===== src/rtl/scan_frame_sched_if.sv =====
// Requester/scan-side signal bundle for scan_frame_sched.
// slave is the scheduler's view; master is the requesting agents' view.
interface scan_frame_sched_if #(
  parameter int unsigned NREQ = 4,
  parameter int unsigned DW   = 32
);
  logic [NREQ-1:0]    req;
  logic [NREQ*DW-1:0] wdata;
  logic [NREQ-1:0]    grant;
  logic [5:0]         count;
  logic               trst;
  logic               dq_en;
  logic               sr_en;
  logic               tclk;
  logic               sdo;
  logic               busy;
  logic [NREQ-1:0]    done;

  modport master (
    output req, wdata,
    input  grant, count, trst, dq_en, sr_en, tclk, sdo, busy, done
  );

  modport slave (
    input  req, wdata,
    output grant, count, trst, dq_en, sr_en, tclk, sdo, busy, done
  );
endinterface


===== src/rtl/scan_frame_sched.sv =====
// Round-robin scheduler sharing one serial scan frame between NREQ requesters.
// Optional macro SCAN_PARITY_EN appends an odd-parity bit after the data word.
module scan_frame_sched #(
  parameter int unsigned NREQ      = 4,
  parameter int unsigned DW        = 32,
  parameter int unsigned FRAME_LEN = 40
) (
  input  logic              clk,
  input  logic              rst_n,
  scan_frame_sched_if.slave sif
);

  localparam int unsigned CW  = 6;
  localparam int unsigned PW  = (NREQ > 1) ? $clog2(NREQ) : 1;
  localparam int unsigned PW1 = PW + 1;
`ifdef SCAN_PARITY_EN
  localparam int unsigned SHIFT_END = DW + 2;
`else
  localparam int unsigned SHIFT_END = DW + 1;
`endif
  localparam int unsigned DONE_AT = SHIFT_END + 1;
  localparam int unsigned LAST    = FRAME_LEN - 1;

  typedef enum logic {IDLE, FRAME} state_t;

  state_t          state;
  state_t          nxt_state;
  logic [CW-1:0]   count;
  logic [CW-1:0]   nxt_count;
  logic            arb;
  logic            in_frame;
  logic [PW-1:0]   ptr;
  logic [PW-1:0]   gidx;
  logic            pick_valid;
  logic [PW-1:0]   pick_idx;
  logic [PW1-1:0]  sum;
  logic [NREQ-1:0] grant;
  logic [NREQ-1:0] done;
  logic [DW-1:0]   shreg;
  logic [DW-1:0]   word_sel;
  logic [DW-1:0]   words [NREQ];
  logic            trst;
  logic            dq_en;
  logic            sr_en;
  logic            tclk;
  logic            sdo;
  logic            busy;
`ifdef SCAN_PARITY_EN
  logic            par;
`endif

  for (genvar g = 0; g < int'(NREQ); g++) begin : g_words
    assign words[g] = sif.wdata[g*DW +: DW];
  end

  assign word_sel = words[gidx];

  // Round-robin search starting one past the last winner.
  always_comb begin
    pick_valid = 1'b0;
    pick_idx   = '0;
    sum        = '0;
    for (int unsigned i = 1; i <= NREQ; i++) begin
      sum = PW1'(ptr) + PW1'(i);
      if (sum >= PW1'(NREQ)) sum = sum - PW1'(NREQ);
      if (!pick_valid && sif.req[PW'(sum)]) begin
        pick_valid = 1'b1;
        pick_idx   = PW'(sum);
      end
    end
  end

  // Next state / frame position; arb marks an edge that latches a new grant.
  always_comb begin
    nxt_state = state;
    nxt_count = count;
    arb       = 1'b0;
    case (state)
      IDLE: begin
        nxt_count = '0;
        if (pick_valid) begin
          nxt_state = FRAME;
          arb       = 1'b1;
        end
      end
      FRAME: begin
        if (count == CW'(LAST)) begin
          nxt_count = '0;
          if (pick_valid) arb = 1'b1;
          else            nxt_state = IDLE;
        end else begin
          nxt_count = count + CW'(1);
        end
      end
      default: begin
        nxt_state = IDLE;
        nxt_count = '0;
      end
    endcase
  end

  assign in_frame = (nxt_state == FRAME);

  // Outputs are decoded from the upcoming count so they line up with it.
  always_ff @(posedge clk or negedge rst_n) begin
    if (!rst_n) begin
      state <= IDLE;
      count <= '0;
      ptr   <= PW'(NREQ - 1);
      gidx  <= '0;
      grant <= '0;
      done  <= '0;
      shreg <= '0;
      trst  <= 1'b0;
      dq_en <= 1'b0;
      sr_en <= 1'b0;
      tclk  <= 1'b0;
      sdo   <= 1'b0;
      busy  <= 1'b0;
`ifdef SCAN_PARITY_EN
      par   <= 1'b0;
`endif
    end else begin
      state <= nxt_state;
      count <= nxt_count;
      busy  <= in_frame;
      if (arb) begin
        grant <= NREQ'(1) << pick_idx;
        gidx  <= pick_idx;
        ptr   <= pick_idx;
      end else if (!in_frame) begin
        grant <= '0;
      end
      trst  <= in_frame && (nxt_count == CW'(0));
      dq_en <= in_frame && (nxt_count == CW'(1));
      sr_en <= in_frame && (nxt_count >= CW'(2)) && (nxt_count <= CW'(SHIFT_END));
      tclk  <= sr_en;
      done  <= (in_frame && (nxt_count == CW'(DONE_AT))) ? grant : '0;
      if (in_frame && (nxt_count == CW'(1))) begin
        shreg <= word_sel;
`ifdef SCAN_PARITY_EN
        par   <= ~^word_sel;
`endif
      end
      if (in_frame && (nxt_count >= CW'(2)) && (nxt_count <= CW'(DW + 1))) begin
        sdo   <= shreg[DW-1];
        shreg <= shreg << 1;
`ifdef SCAN_PARITY_EN
      end else if (in_frame && (nxt_count == CW'(DW + 2))) begin
        sdo   <= par;
`endif
      end else begin
        sdo   <= 1'b0;
      end
    end
  end

  assign sif.grant = grant;
  assign sif.count = count;
  assign sif.trst  = trst;
  assign sif.dq_en = dq_en;
  assign sif.sr_en = sr_en;
  assign sif.tclk  = tclk;
  assign sif.sdo   = sdo;
  assign sif.busy  = busy;
  assign sif.done  = done;

endmodule


===== src/flat_wrapper.sv =====
// flat-port wrapper written by rule: the top's interface ports become plain ports
module scan_frame_sched_flat 
#(
  parameter int unsigned NREQ      = 4,
  parameter int unsigned DW        = 32,
  parameter int unsigned FRAME_LEN = 40
)
  (clk, rst_n, sif_req, sif_wdata, sif_grant, sif_count, sif_trst, sif_dq_en, sif_sr_en, sif_tclk, sif_sdo, sif_busy, sif_done);
  scan_frame_sched_if #(.NREQ(NREQ), .DW(DW)) sif_i ();
  input  logic clk;
  input  logic rst_n;
  input wire logic [$bits(sif_i.req)-1:0] sif_req;
  input wire logic [$bits(sif_i.wdata)-1:0] sif_wdata;
  output wire logic [$bits(sif_i.grant)-1:0] sif_grant;
  output wire logic [$bits(sif_i.count)-1:0] sif_count;
  output wire logic [$bits(sif_i.trst)-1:0] sif_trst;
  output wire logic [$bits(sif_i.dq_en)-1:0] sif_dq_en;
  output wire logic [$bits(sif_i.sr_en)-1:0] sif_sr_en;
  output wire logic [$bits(sif_i.tclk)-1:0] sif_tclk;
  output wire logic [$bits(sif_i.sdo)-1:0] sif_sdo;
  output wire logic [$bits(sif_i.busy)-1:0] sif_busy;
  output wire logic [$bits(sif_i.done)-1:0] sif_done;
  assign sif_i.req = sif_req;
  assign sif_i.wdata = sif_wdata;
  assign sif_grant = sif_i.grant;
  assign sif_count = sif_i.count;
  assign sif_trst = sif_i.trst;
  assign sif_dq_en = sif_i.dq_en;
  assign sif_sr_en = sif_i.sr_en;
  assign sif_tclk = sif_i.tclk;
  assign sif_sdo = sif_i.sdo;
  assign sif_busy = sif_i.busy;
  assign sif_done = sif_i.done;
  scan_frame_sched #(.NREQ(NREQ), .DW(DW), .FRAME_LEN(FRAME_LEN)) u_core (.clk(clk), .rst_n(rst_n), .sif(sif_i));
endmodule

===== config.mk =====
export PLATFORM = sky130hd
export DESIGN_NAME = scan_frame_sched_flat
export DESIGN_NICKNAME = d
export VERILOG_FILES = /design/src/rtl/scan_frame_sched_if.sv /design/src/rtl/scan_frame_sched.sv /design/src/flat_wrapper.sv
export SDC_FILE = /design/constraint.sdc
export NUM_CORES = 1
export LEC_CHECK = 0
export BUFFER_PORTS_ARGS = -buffer_cell sky130_fd_sc_hd__buf_2
export CAP_MARGIN = 20
export CORE_MARGIN = 2
export CORE_UTILIZATION = 47
export CTS_CLUSTER_DIAMETER = 80
export CTS_CLUSTER_SIZE = 8
export DETAILED_ROUTE_END_ITERATION = 8
export HOLD_SLACK_MARGIN = 0.06
export PLACE_DENSITY = 0.81
export SLEW_MARGIN = 0
export SYNTH_ARGS = -nofsm -noshare
export SYNTH_HDL_FRONTEND = slang
export SYNTH_SLANG_ARGS = --single-unit

===== constraint.sdc =====
create_clock -name clk -period 2.8 [get_ports clk]
set_input_delay 0.14 -clock clk [delete_from_list [all_inputs] [get_ports clk]]
set_output_delay 0.14 -clock clk [all_outputs]
set_load 0.03 [all_outputs]

After elaboration in Yosys (flattened, before gate mapping). Cells that the tools add are included.

Word-level logic and storage cells: 88. Register bits after elaboration: 56. Output and inout port bits: 20. Input port bits: 134.

Shifts and indexed selects: 1. Add/sub/neg operators: 9. Equality and inequality tests: 4. Reduce and logical (&&, ||, !) cells: 13. Bitwise logic cells: 2. Muxes and demuxes: 36. $lt $le $gt $ge: 11.

Operators by type and width (count): $mux W32 (4); $bmux W32 S2 (1); $mux W2 (8); $ge A3 B3 Y1 const B (5); $eq A6 B6 Y1 const B (2); $lt A2 B3 Y1 const B (4); $mux W1 (12); $mux W4 (3); $pmux W6 S2 (1); $bmux W1 S2 (4); $logic_and A1 B1 Y1 (8); $sub A2 B1 Y2 const B (4); $add A2 B2 Y3 const B (2); $add A6 B1 Y6 const B (1); $eq A6 B1 Y1 const B (1); $ge A6 B2 Y1 const B (1); $le A6 B6 Y1 const B (1); $logic_not A6 Y1 (1); $mux W6 (1); $pmux W1 S2 (2); $shl A1 B2 Y4 const A (1); $add A2 B1 Y3 const B (1); $add A2 B3 Y3 const B (1); $logic_not A1 Y1 (3); 4 further kinds (4).

Logic depth before layout (Yosys ltp).
Depth after elaboration: 21. Depth in mapped cells: 9. Depth with buffers taken out: 8.

Worst setup path after synthesis. OpenSTA, ideal clock, no wires.

Kind: register -> register. Start point: reg u_core.count[0], in the netlist u_core.sif.count[0]. End point: reg u_core.shreg[10]. Setup time: 0.126 ns. Buffers on the path: 1. Clock period less this slack: 2.540 ns. Setup slack: 0.260 ns. Arrival: 2.414 ns. Data required time: 2.674 ns. Stages on the path, launching flop included: 9. Cell sequence: dfrtp_1 > ha_1 > nor3_1 > a31oi_1 > or2_1 > or4_4 > o211a_2 > buf_6 > a221o_1.

Cells in the longest elaborated chain, start to end: 7. Elaborated cells on any way between the ends: 14. Classes of those cells: add/sub: 1; order compare: 2; eq/ne: 2; mux: 5; reduce/logical: 4.

Ends and longest elaborated chain: start: declaration (RTL line scan_frame_sched.sv:28) `logic [CW-1:0] count;`; start signal: assignment (RTL line scan_frame_sched.sv:125) `count <= nxt_count;`; $add A6 B1 Y6 or $eq A6 B6 Y1 (tied branches) (RTL line scan_frame_sched.sv:92, scan_frame_sched.sv:87); $mux W6 (RTL line scan_frame_sched.sv:87) `if (count == CW'(LAST)) begin`; $pmux W6 S2 (RTL line scan_frame_sched.sv:78) `case (state)`; $ge A6 B2 Y1 (RTL line scan_frame_sched.sv:145) `if (in_frame && (nxt_count >= CW'(2)) && (nxt_count <= CW'(DW + 1))) begin`; $logic_and A1 B1 Y1 (2 in a row) (RTL line scan_frame_sched.sv:145); $mux W32 or $reduce_bool A2 Y1 (tied branches); end signal: assignment (RTL line scan_frame_sched.sv:140) `shreg <= word_sel;`; end signal: assignment (RTL line scan_frame_sched.sv:147) `shreg <= shreg << 1;`; end: declaration (RTL line scan_frame_sched.sv:39) `logic [DW-1:0] shreg;`.

Parallel ways exist; a longest one is shown, timed or not. A chain may end at the register's enable or synchronous reset.

Final worst setup path.
Start point: reg u_core.count[0], in the netlist u_core.sif.count[0]. End point: reg u_core.shreg[28].

The elaborated chain is that of the path after synthesis.

==> results.py <==
metrics = {
    "placed_design": {
        "place_worst_setup_slack_ps": 126.5,
        "globalplace.congestion": 0.7696,
        "placement.io_buffers": 153,
        "hpwlAfterDp_um": 6151,
    },
    "route": {
        "m1WireLength_um": 3456,
        "drcViolationCount": 0,
        "detailroute.wirelength.met2_um": 4203,
        "length_of_the_first_detailed_routing_pass_in_iterations": 5,
        "detailroute.via_count": 2720,
        "initial_detailed_routing_violation_count": 150,
        "highest_layer": "met4",
        "detailroute.wirelength.met3_um": 362,
        "wirelength_um": 8078,
        "detail_route.wl_per_cell_um": 16.69,
        "detail-route-antenna-nets": 0,
        "avgViaCountPerCell": 5.620,
    },
    "yosys": {
        "mappedNetlistNets": 388,
        "synth_area_per_cell_um2": 12.74,
        "synth_edf_count": 0,
        "postSynthCellCount": 253,
        "post_synth_design_cell_area_mm2": 0.003224,
        "register_area_share_after_synthesis_pct": 43.54,
        "synth_seq_cells": 56,
        "synth-async-reset-ratio_pct": 100.0,
        "postSynth.topFlopCell": "dfrtp_1",
        "warnings_from_yosys": 0,
        "synth_cell_types": 38,
    },
    "global_route": {
        "grt_pass1_vias": 2694,
        "largest_net_degree_at_the_start_of_global_routing": 37,
        "grt_first_pass_wirelength_um": 12630,
        "overall_overflow_remaining_after_global_route": 0,
        "grt.total_usage_pct": 21.29,
        "grt_antenna_before_repair": 0,
    },
    "power_and_ir_drop": {
        "power.ir.vdd_worst_uv": 303.8,
        "sequentialPowerShare_pct": 44.1,
        "power_frac_clock_pct": 21.0,
        "cellPowerDensity_mw_per_mm2": 691.4,
        "fraction_of_power_spent_switching_nets_pct": 31.62,
        "total_leakage_power_nw": 2.005,
        "internal_power_mw": 1.990,
        "share_comb_of_total_power_pct": 34.9,
        "netSwitchingPower_mw": 0.9202,
    },
    "status": {
        "result_of_the_run": "finished clean",
    },
    "timing": {
        "timing.max_slew.rel_slack_pct": 48.01,
        "worst_pin_slew_ps": 779.8,
        "maxClockFrequency_ghz": 0.3761,
        "clock-skew-final_ps": 8.887,
        "final-setup-viol-count": 0,
        "drv_slew": 0,
        "totalNegativeSetupSlack_ps": 0,
        "final_period_minus_worst_setup_slack_ps": 2659,
        "final_number_of_hold_violating_endpoints": 0,
        "post-route-period-util_pct": 94.95,
        "setup_ws_ps": 141.3,
        "rsz0062_at_grt": "false",
    },
    "setup_path": {
        "max_stage_delay_ps": 520,
        "critical-path-slowest-cell": "or4_4",
        "crit_path_start_kind": "flip-flop",
        "reg2reg_depth": 7,
        "critical_path.cell_chain": "ha_1 -> nor3_1 -> a31oi_1 -> or2_1 -> or4_4 -> o211a_4 -> a221o_2",
        "timing.setup.critical_path_class": "reg -> reg",
        "cp_data_arrival_time_ps": 2850,
        "ff2ff_setup_slack_ps": 140,
        "cp_top_family": "simple AND/OR/NAND/NOR gates",
        "crit_path_max_fanout": 31,
        "timing.critical_path.to_type": "flip-flop",
        "reg2reg_to": "u_core.shreg[28]",
        "worst-endpoint-required_ps": 2990,
        "critical_path.n_buffers_inverters": 0,
        "timing.rr.start": "u_core.sif.count[0]",
    },
    "final_layout": {
        "finalNetCount": 538,
        "utilization_pct": 62.64,
        "fillcell_total": 542,
        "layout.area.seq_mm2": 0.001405,
        "area_growth_pct": 30.54,
        "multiInputGateArea_mm2": 0.001689,
        "antenna_cells_inserted": 0,
        "final_cell_mix": "buf_2 (153), dfrtp_1 (53), and2_1 (40)",
        "final_common_cell": "buf_2",
        "final_layout_size_suffix_gt1_share_pct": 52.23,
    },
    "hold_path": {
        "hp-class": "in -> reg",
        "worst_hold_path.num_cells": 4,
        "worst_hold_startpoint": "sif_req[2]",
        "worst_hold_endpoint": "u_core.state",
    },
    "floorplanning": {
        "floorplan.die_area_mm2": 0.007539,
        "area_inside_the_core_boundary_mm2": 0.006719,
        "fp.dieW_um": 86.83,
        "initial_utilization_pct": 47.99,
        "design.portCount": 154,
        "placementRows": 30,
        "die-height_um": 86.83,
    },
    "clocking": {
        "tritoncts": "yes",
        "clk-insertion-delay-late_ps": 300,
        "clock-root-buffer": "clkbuf_8",
        "path_clk_slew_ps": 100,
        "count_of_clock_tree_sinks": 56,
        "cts_buffer_depth": 2,
        "cts_buffers": 5,
        "cts_htree_levels": 2,
    },
    "flow_run": {
        "max_cap_violations": 0,
    },
}
[cell type report]
type,count,share of cell area (%)
clock buffers,6,1.724
clock inverters,2,1.427
inverters,6,0.6243
multi-input cells,171,40.13
flip-flops and latches,56,33.38
well taps,80,2.378
repair buffers,163,20.33
[cells by family after synthesis]
family	share of synthesized area [%]
AND/OR/NAND/NOR	14.40
flip-flops	43.54
multiplexers	22.66
adder cells (fa/ha/maj)	0.3880
buffers and inverters	4.424
XOR/XNOR	1.630
AO/OA/AOI/OAI	12.96
[power groups by stage]
| stage | Clock [mW] | Sequential, mW | Combinational, mW |
|---|---|---|---|
| floorplan | 0 | 1.31 | 0.707 |
| global placement | 0 | 1.28 | 0.968 |
| detailed placement | 0 | 1.28 | 1.02 |
| CTS | 0.619 | 1.28 | 1.02 |
| global route | 0.650 | 1.31 | 1.11 |
| finish | 0.611 | 1.28 | 1.02 |
[through the flow]
step           area (um2)  instances  power [mW]  hold WS (ps)
6_report             4209        484       2.910         208.7
5_1_grt              4209        484       3.075         213.0
4_1_cts              4198        484       2.921         200.7
3_5_place_dp         4055        475       2.305         266.9
3_3_place_gp         4055        475       2.251         255.2
2_1_floorplan        3224        253       2.016        -155.6
[metal layers]
layer | up-vias | track usage, %
met4 | 0 | 4.830
met1 | 1351 | 28.48
met5 | - | 0
met3 | 4 | 3.143
met2 | 90 | 36.78
li1 | 1275 | -
[worst max path at each step]
stage	startpoint	slack [ps]	end	depth (start not counted)
2_1_floorplan	u_core.sif.count[0]	260	u_core.shreg[10]	8
3_3_place_gp	u_core.sif.count[0]	250	u_core.shreg[28]	7
3_5_place_dp	u_core.sif.count[0]	130	u_core.shreg[28]	7
4_1_cts	u_core.sif.count[0]	120	u_core.shreg[28]	7
5_1_grt	u_core.sif.count[0]	20	u_core.shreg[28]	7
6_report	u_core.sif.count[0]	140	u_core.shreg[28]	7
[synthesized netlist by cell type (2+ instances only)]
master | n | share of area, %
a21oi_1 | 3 | 0.47
a221o_1 | 30 | 9.3
a31oi_1 | 2 | 0.39
and2_1 | 40 | 7.8
buf_2 | 6 | 0.93
buf_6 | 5 | 1.7
clkbuf_1 | 8 | 0.93
dfrtp_1 | 54 | 42
dfstp_2 | 2 | 1.6
inv_1 | 6 | 0.70
mux4_2 | 32 | 22
nand2_1 | 9 | 1.0
nand2b_1 | 2 | 0.39
nand3_1 | 4 | 0.62
nor2_1 | 14 | 1.6
nor3_1 | 4 | 0.62
nor4_1 | 2 | 0.39
o21a_1 | 2 | 0.47
o21ai_0 | 4 | 0.62
o31ai_1 | 2 | 0.47
xnor2_1 | 4 | 1.1
xor2_1 | 2 | 0.54
[worst min-delay path: cells and delay by family]
family,cells,cell delay (ps)
buffers and inverters,2,250
AND/OR/NAND/NOR,2,110
[repair_timing]
action	4_1_cts	5_1_grt
setup buffers	0	0
resized for setup	0	2
hold buffers	1	0
endpoints found under the setup margin	0	17
endpoints found under the hold margin	33	0
[sequential cells by signal, summed over array words and instances (netlist names)]
name              flops
u_core.sif.dq_en      1
u_core.sif.trst       1
u_core.sif.count      6
u_core.sif.sdo        1
u_core.sif.grant      4
u_core.sif.done       4
u_core.state          1
u_core.gidx           2
u_core.sif.tclk       1
u_core.ptr            2
u_core.shreg         32
u_core.sif.sr_en      1
Power figures use the tool's default switching activity.
